File: src/rtl/drr_sched_pkg.sv
// Shared definitions for the deficit round robin scheduler: FSM encoding and
// the default sizing constants used by drr_sched.
package drr_sched_pkg;

  localparam int DRR_DEFAULT_QUANTUM = 1500;
  localparam int DRR_DEFICIT_WIDTH   = 20;

  typedef enum logic [1:0] {
    IDLE  = 2'd0,
    ADD   = 2'd1,
    TEST  = 2'd2,
    GRANT = 2'd3
  } drr_state_t;

endpackage

File: src/rtl/drr_sched_rr_first_valid.sv
// Rotating-priority search: returns the first set request at or after the
// start pointer, wrapping from the top index back to zero.
module rr_first_valid #(
  parameter int NUM_FIFO  = 4,
  parameter int SEL_WIDTH = $clog2(NUM_FIFO)
) (
  input  logic [NUM_FIFO-1:0]  req,
  input  logic [SEL_WIDTH-1:0] start,
  output logic [SEL_WIDTH-1:0] idx,
  output logic                 found
);

  // Walk the requests in rotated order; the earliest hit wins.
  always_comb begin
    logic [SEL_WIDTH-1:0] j;
    idx   = '0;
    found = 1'b0;
    j     = '0;
    for (int i = 0; i < NUM_FIFO; i++) begin
      j = SEL_WIDTH'((int'(start) + i) % NUM_FIFO);
      if (!found && req[j]) begin
        found = 1'b1;
        idx   = j;
      end
    end
  end

endmodule

File: src/rtl/drr_sched.sv
// Deficit round robin scheduler. Visits queues in rotating order, tops up the
// visited queue's deficit by its quantum and grants head packets while the
// deficit covers them. A grant lasts until the packet engine reports the last
// beat of that queue's packet.
module drr_sched
  import drr_sched_pkg::*;
#(
  parameter int NUM_FIFO        = 4,
  parameter int PKT_LEN_WIDTH   = 16,
  parameter int DEFICIT_WIDTH   = DRR_DEFICIT_WIDTH,
  parameter int DEFAULT_QUANTUM = DRR_DEFAULT_QUANTUM,
  parameter int SEL_WIDTH       = $clog2(NUM_FIFO)
) (
  input  logic                              clk,
  input  logic                              rst,
  input  logic [NUM_FIFO-1:0]               fifo_tvalid,
  input  logic [NUM_FIFO*PKT_LEN_WIDTH-1:0] fifo_packet_length,
  input  logic [NUM_FIFO-1:0]               pe_tlast,
  input  logic                              quantum_wr_en,
  input  logic [SEL_WIDTH-1:0]              quantum_wr_addr,
  input  logic [PKT_LEN_WIDTH-1:0]          quantum_wr_data,
  output logic [SEL_WIDTH-1:0]              sel_out,
  output logic                              en_out
);

  // One spare bit so the top-up carry is visible for saturation.
  localparam int SUM_W = DEFICIT_WIDTH + 1;

  drr_state_t               state, state_n;
  logic [SEL_WIDTH-1:0]     ptr, cur, pick;
  logic                     pick_found;
  logic [DEFICIT_WIDTH-1:0] deficit  [NUM_FIFO];
  logic [PKT_LEN_WIDTH-1:0] quantum  [NUM_FIFO];
  logic [PKT_LEN_WIDTH-1:0] head_len [NUM_FIFO];
  logic [PKT_LEN_WIDTH-1:0] len_r;
  logic                     deficit_ge;
  logic                     do_latch, do_add, do_clear, do_skip, do_grant, do_done;

  function automatic logic [DEFICIT_WIDTH-1:0] sat_add(
    input logic [DEFICIT_WIDTH-1:0] a,
    input logic [PKT_LEN_WIDTH-1:0] b
  );
    logic [SUM_W-1:0] s;
    s = SUM_W'(a) + SUM_W'(b);
    return s[DEFICIT_WIDTH] ? '1 : s[DEFICIT_WIDTH-1:0];
  endfunction

  function automatic logic [SEL_WIDTH-1:0] next_idx(input logic [SEL_WIDTH-1:0] i);
    return (int'(i) == NUM_FIFO - 1) ? '0 : i + 1'b1;
  endfunction

  rr_first_valid #(
    .NUM_FIFO  (NUM_FIFO),
    .SEL_WIDTH (SEL_WIDTH)
  ) u_rr (
    .req   (fifo_tvalid),
    .start (ptr),
    .idx   (pick),
    .found (pick_found)
  );

  // Split the flat length bus into per-queue head lengths.
  always_comb begin
    for (int i = 0; i < NUM_FIFO; i++) begin
      head_len[i] = fifo_packet_length[i*PKT_LEN_WIDTH +: PKT_LEN_WIDTH];
    end
  end

  assign deficit_ge = (SUM_W'(deficit[cur]) >= SUM_W'(head_len[cur]));

  // Next-state decode and one-cycle action strobes for the datapath.
  always_comb begin
    state_n  = state;
    do_latch = 1'b0;
    do_add   = 1'b0;
    do_clear = 1'b0;
    do_skip  = 1'b0;
    do_grant = 1'b0;
    do_done  = 1'b0;
    case (state)
      IDLE: begin
        if (pick_found) begin
          do_latch = 1'b1;
          state_n  = ADD;
        end
      end
      ADD: begin
        do_add  = 1'b1;
        state_n = TEST;
      end
      TEST: begin
        if (!fifo_tvalid[cur]) begin
          do_clear = 1'b1;
          state_n  = IDLE;
        end else if (deficit_ge) begin
          do_grant = 1'b1;
          state_n  = GRANT;
        end else begin
          do_skip = 1'b1;
          state_n = IDLE;
        end
      end
      GRANT: begin
        // Only the granted queue's last beat ends the grant; tvalid is ignored.
        if (pe_tlast[cur]) begin
          do_done = 1'b1;
          state_n = TEST;
        end
      end
      default: state_n = IDLE;
    endcase
  end

  // FSM state register.
  always_ff @(posedge clk) begin
    if (rst) state <= IDLE;
    else     state <= state_n;
  end

  // Round-robin pointer and registered grant outputs.
  always_ff @(posedge clk) begin
    if (rst) begin
      ptr     <= '0;
      sel_out <= '0;
      en_out  <= 1'b0;
    end else begin
      if (do_clear || do_skip) ptr <= next_idx(cur);
      if (do_grant)            sel_out <= cur;
      en_out <= (state_n == GRANT);
    end
  end

  // Current queue and granted length; only consumed after being loaded.
  always_ff @(posedge clk) begin
    if (do_latch) cur   <= pick;
    if (do_grant) len_r <= head_len[cur];
  end

  // Per-queue quantum table and deficit counters.
  always_ff @(posedge clk) begin
    if (rst) begin
      for (int i = 0; i < NUM_FIFO; i++) begin
        deficit[i] <= '0;
        quantum[i] <= PKT_LEN_WIDTH'(DEFAULT_QUANTUM);
      end
    end else begin
      // A write landing in the ADD cycle is seen by the following visit.
      if (quantum_wr_en) quantum[quantum_wr_addr] <= quantum_wr_data;
      if (do_add)        deficit[cur] <= sat_add(deficit[cur], quantum[cur]);
      else if (do_clear) deficit[cur] <= '0;
      else if (do_done)  deficit[cur] <= deficit[cur] - DEFICIT_WIDTH'(len_r);
    end
  end

endmodule

File: config.mk
export PLATFORM = sky130hd
export DESIGN_NAME = drr_sched
export DESIGN_NICKNAME = d
export VERILOG_FILES = /design/src/rtl/drr_sched_pkg.sv /design/src/rtl/drr_sched_rr_first_valid.sv /design/src/rtl/drr_sched.sv
export SDC_FILE = /design/constraint.sdc
export NUM_CORES = 1
export LEC_CHECK = 0
export ABC_AREA = 1
export ABC_CLOCK_PERIOD_IN_PS = 9200
export CAP_MARGIN = 20
export CELL_PAD_IN_SITES_DETAIL_PLACEMENT = 0
export CELL_PAD_IN_SITES_GLOBAL_PLACEMENT = 1
export CORE_UTILIZATION = 45
export DETAILED_ROUTE_END_ITERATION = 10
export PLACE_DENSITY_LB_ADDON = 0.2
export SLEW_MARGIN = 20
export SYNTH_ARGS = -nofsm -noshare
export SYNTH_HDL_FRONTEND = slang
export SYNTH_SLANG_ARGS = --single-unit
File: constraint.sdc
create_clock -name clk -period 9.2 [get_ports clk]
set_clock_uncertainty 0.1 [all_clocks]
set_input_delay 0.92 -clock clk [delete_from_list [all_inputs] [get_ports clk]]
set_output_delay 0.92 -clock clk [all_outputs]
set_load 0.03 [all_outputs]
==> results.py <==
metrics = {
    "run_status": {
        "status": "finished, final reports clean",
    },
    "routing": {
        "drt_iter0_drc": 880,
        "viasPerCell": 5.211,
        "drt_first_pass_iters": 5,
        "ant_nets": 0,
        "avgRoutedWirePerCell_um": 17.75,
        "drcViolationCount": 0,
        "vias": 9218,
        "drt_wl_total_um": 31400,
    },
    "synth": {
        "async_reset_ff_share_pct": 0,
        "synth_edf_count": 162,
        "syn_area_per_cell_um2": 7.900,
        "syn_area_um2": 10800,
        "synthDistinctLibCells": 44,
        "syn_nets": 1511,
        "yosysSeqAreaShare_pct": 46.72,
        "synthFlopType": "edfxtp_1",
        "yosys_warnings": 0,
        "synth_seq_cells": 171,
        "syn_inst": 1367,
    },
    "sta": {
        "layout_setup_ws_ns": 4.649,
        "rsz0062_at_grt": "no",
        "setup_tns_ns": 0,
        "worstMarginPinSlew_ns": 1.087,
        "final-hold-violation-count": 0,
        "finalCriticalPeriod_ns": 4.551,
        "fmax_mhz": 219.7,
        "relSlewSlack_pct": 27.57,
        "finalCritPeriodShare_pct": 49.46,
        "drv_slew": 0,
        "hold_ws_ns": 0.4181,
        "setup_violations": 0,
    },
    "power": {
        "p_leak_nw": 5.552,
        "total_power_mw": 4.666,
        "max-vdd-ir-drop_v": 0.0002003,
        "cellPowerDensity_nw_per_um2": 372.3,
    },
    "worst_setup_path": {
        "start_kind": "flop",
        "critPathKind": "flop to flop",
        "crit_path_end_kind": "flop",
        "crit_chain": "buf_4 > inv_1 > buf_4 > o21ai_0 > o22ai_1 > ha_1 > nand2_1 > nor2_1 > nand2_1 > nand2_1 > nand3_1 > nand2_1 > nand2_4 > nand2_1 > nand2_1 > a21oi_2 > inv_1 > nor2_1",
        "path_common_cell": "nand2_1",
        "reg2reg_slack_ns": 4.65,
        "cp.arrival_ns": 4.72,
        "cp.required_ns": 9.37,
        "cp_slowest_stage_delay_ns": 0.84,
        "cp_max_fo": 39,
        "cp_slowest_cell": "o22ai_1",
    },
    "clock_network": {
        "cts_tree": "built",
        "htreeDepth": 4,
        "tritoncts.num_buffers": 17,
        "clk_pin_slew_ns": 0.07,
        "cts-root-buf": "clkbuf_16",
        "post-cts-setup-buffers": 0,
        "clock-sinks": 171,
        "cts_resized": 0,
        "cts_buffer_depth": 2,
        "hold_buffers": 0,
        "clk_latency_ns": 0.44,
    },
    "place": {
        "place_congestion": 0.9299,
        "hpwlAfterDp_um": 23550,
        "port_buffers": 95,
        "post-place-ws_ns": 4.289,
    },
    "global_route": {
        "grt_pass1_vias": 8432,
        "grt_max_degree": 75,
        "grtUsageTotal_pct": 26.52,
        "grt.overflow.total": 0,
        "grt_pass1_wl_um": 47970,
        "antenna_found_initial": 0,
    },
    "flow_run": {
        "cap_viol_max_count": 0,
    },
    "floorplan": {
        "core_area_um2": 23470,
        "die_area_um2": 24620,
        "ioPinCount": 96,
        "fp.dieW_um": 156.9,
        "start_util_pct": 46.01,
        "die_h_um": 156.9,
        "row_count": 56,
    },
    "final_layout": {
        "area_growth_pct": 16.07,
        "drive_above_1_share_pct": 5.172,
        "layout_commonest_cell": "nand2_1",
        "layout_common_cells": "nand2_1 (362), nor2_1 (224), inv_1 (164), edfxtp_1 (162), clkdlybuf4s50_1 (95)",
        "n_antenna_cell": 0,
        "fin_util_pct": 53.40,
        "nets": 1581,
    },
    "min_path": {
        "holdCritPathClass": "flop to flop",
    },
}
==> per-stage QoR <==
| stage | std cells | area [µm²] |
|---|---|---|
| floorplan | 1367 | 10800 |
| global route | 1769 | 12530 |
| finish | 1769 | 12530 |
| detailed placement | 1737 | 11950 |
| global placement | 1737 | 11950 |
| CTS | 1769 | 12530 |
==> Yosys cell counts (6+ instances only) <==
cell	number	area share [%]
dfxtp_1	9	1.7
nand2_2	6	0.35
ha_1	49	5.7
nand3_1	61	2.8
o22ai_1	32	1.9
a21oi_1	58	2.7
inv_1	164	5.7
buf_6	8	0.83
o21ai_0	91	4.2
a32oi_1	16	1.3
edfxtp_1	162	45
buf_2	6	0.28
inv_2	7	0.24
clkbuf_1	30	1.0
nand2_1	362	13
nor3_1	6	0.28
nor2_1	224	7.8
xnor2_1	10	0.81
==> registers in the layout (all words and copies together) (netlist names), named ones only <==
register	cells
state	2
quantum	64
en_out	1
len_r	16
ptr	2
cur	2
sel_out	2
deficit	80
==> power breakdown <==
group / switching, mW / total (mW) / leakage (nW) / internal (mW)
registers: 0.0449 / 1.08 / 1.70 / 1.03
clock network: 0.321 / 0.727 / 0.290 / 0.406
logic: 1.98 / 2.86 / 3.56 / 0.882
==> path summary, 6_finish.rpt <==
| kind | from | to | depth (start not counted) |
|---|---|---|---|
| setup / recovery | flop | deficit[2][5]$_SDFFCE_PN0P_ | 18 |
| hold / removal | sel_out[0]$_SDFFE_PP0P_ | sel_out[0]$_SDFFE_PP0P_ | 4 |
| setup reg to reg | flop | deficit[2][5]$_SDFFCE_PN0P_ | 18 |
| hold reg to reg | sel_out[0]$_SDFFE_PP0P_ | sel_out[0]$_SDFFE_PP0P_ | 4 |
==> worst max-delay path, delay by kind of cell (launching register included) <==
family                   cells  cell delay (ns)
AO/OA/AOI/OAI                3             1.32
buffers and inverters        4             1.12
adder cells (fa/ha/maj)      1             0.34
AND/OR/NAND/NOR             10             1.18
flip-flops                   1             0.30
==> logic make-up (layout without fill, tap and decap cells) <==
family                     count (synthesis)  in the layout  share of synthesized area [%]
adders and majority gates                 51             51                          6.048
and+or+nand+nor                          686            686                          25.88
xor gates and xnor gates                  14             14                          1.135
AOI/OAI and AO/OA                        220            220                          11.67
DFF                                      171            171                          46.72
buffers and inverters                    225            308                          8.551
==> area by class of cell <==
type	instances	area [µm²]
Clock buffer	17	425.4
Timing Repair Buffer	101	996.0
Inverter	175	660.6
Sequential cell	171	5046
Multi-Input combinational cell	971	4845
Tap cell	319	399.1
Clock inverter	15	162.7
Fill cell	2222	10940
==> routing by layer <==
layer | vias up | global-route usage [%] | part of all wire (%)
met5 | - | 0 | 0
met4 | 0 | 6.256 | 1.5
met3 | 38 | 4.240 | 6.5
met2 | 312 | 40.19 | 44
met1 | 4233 | 39.48 | 48
li1 | 4635 | - | -
(Power assumes the default switching activity.)
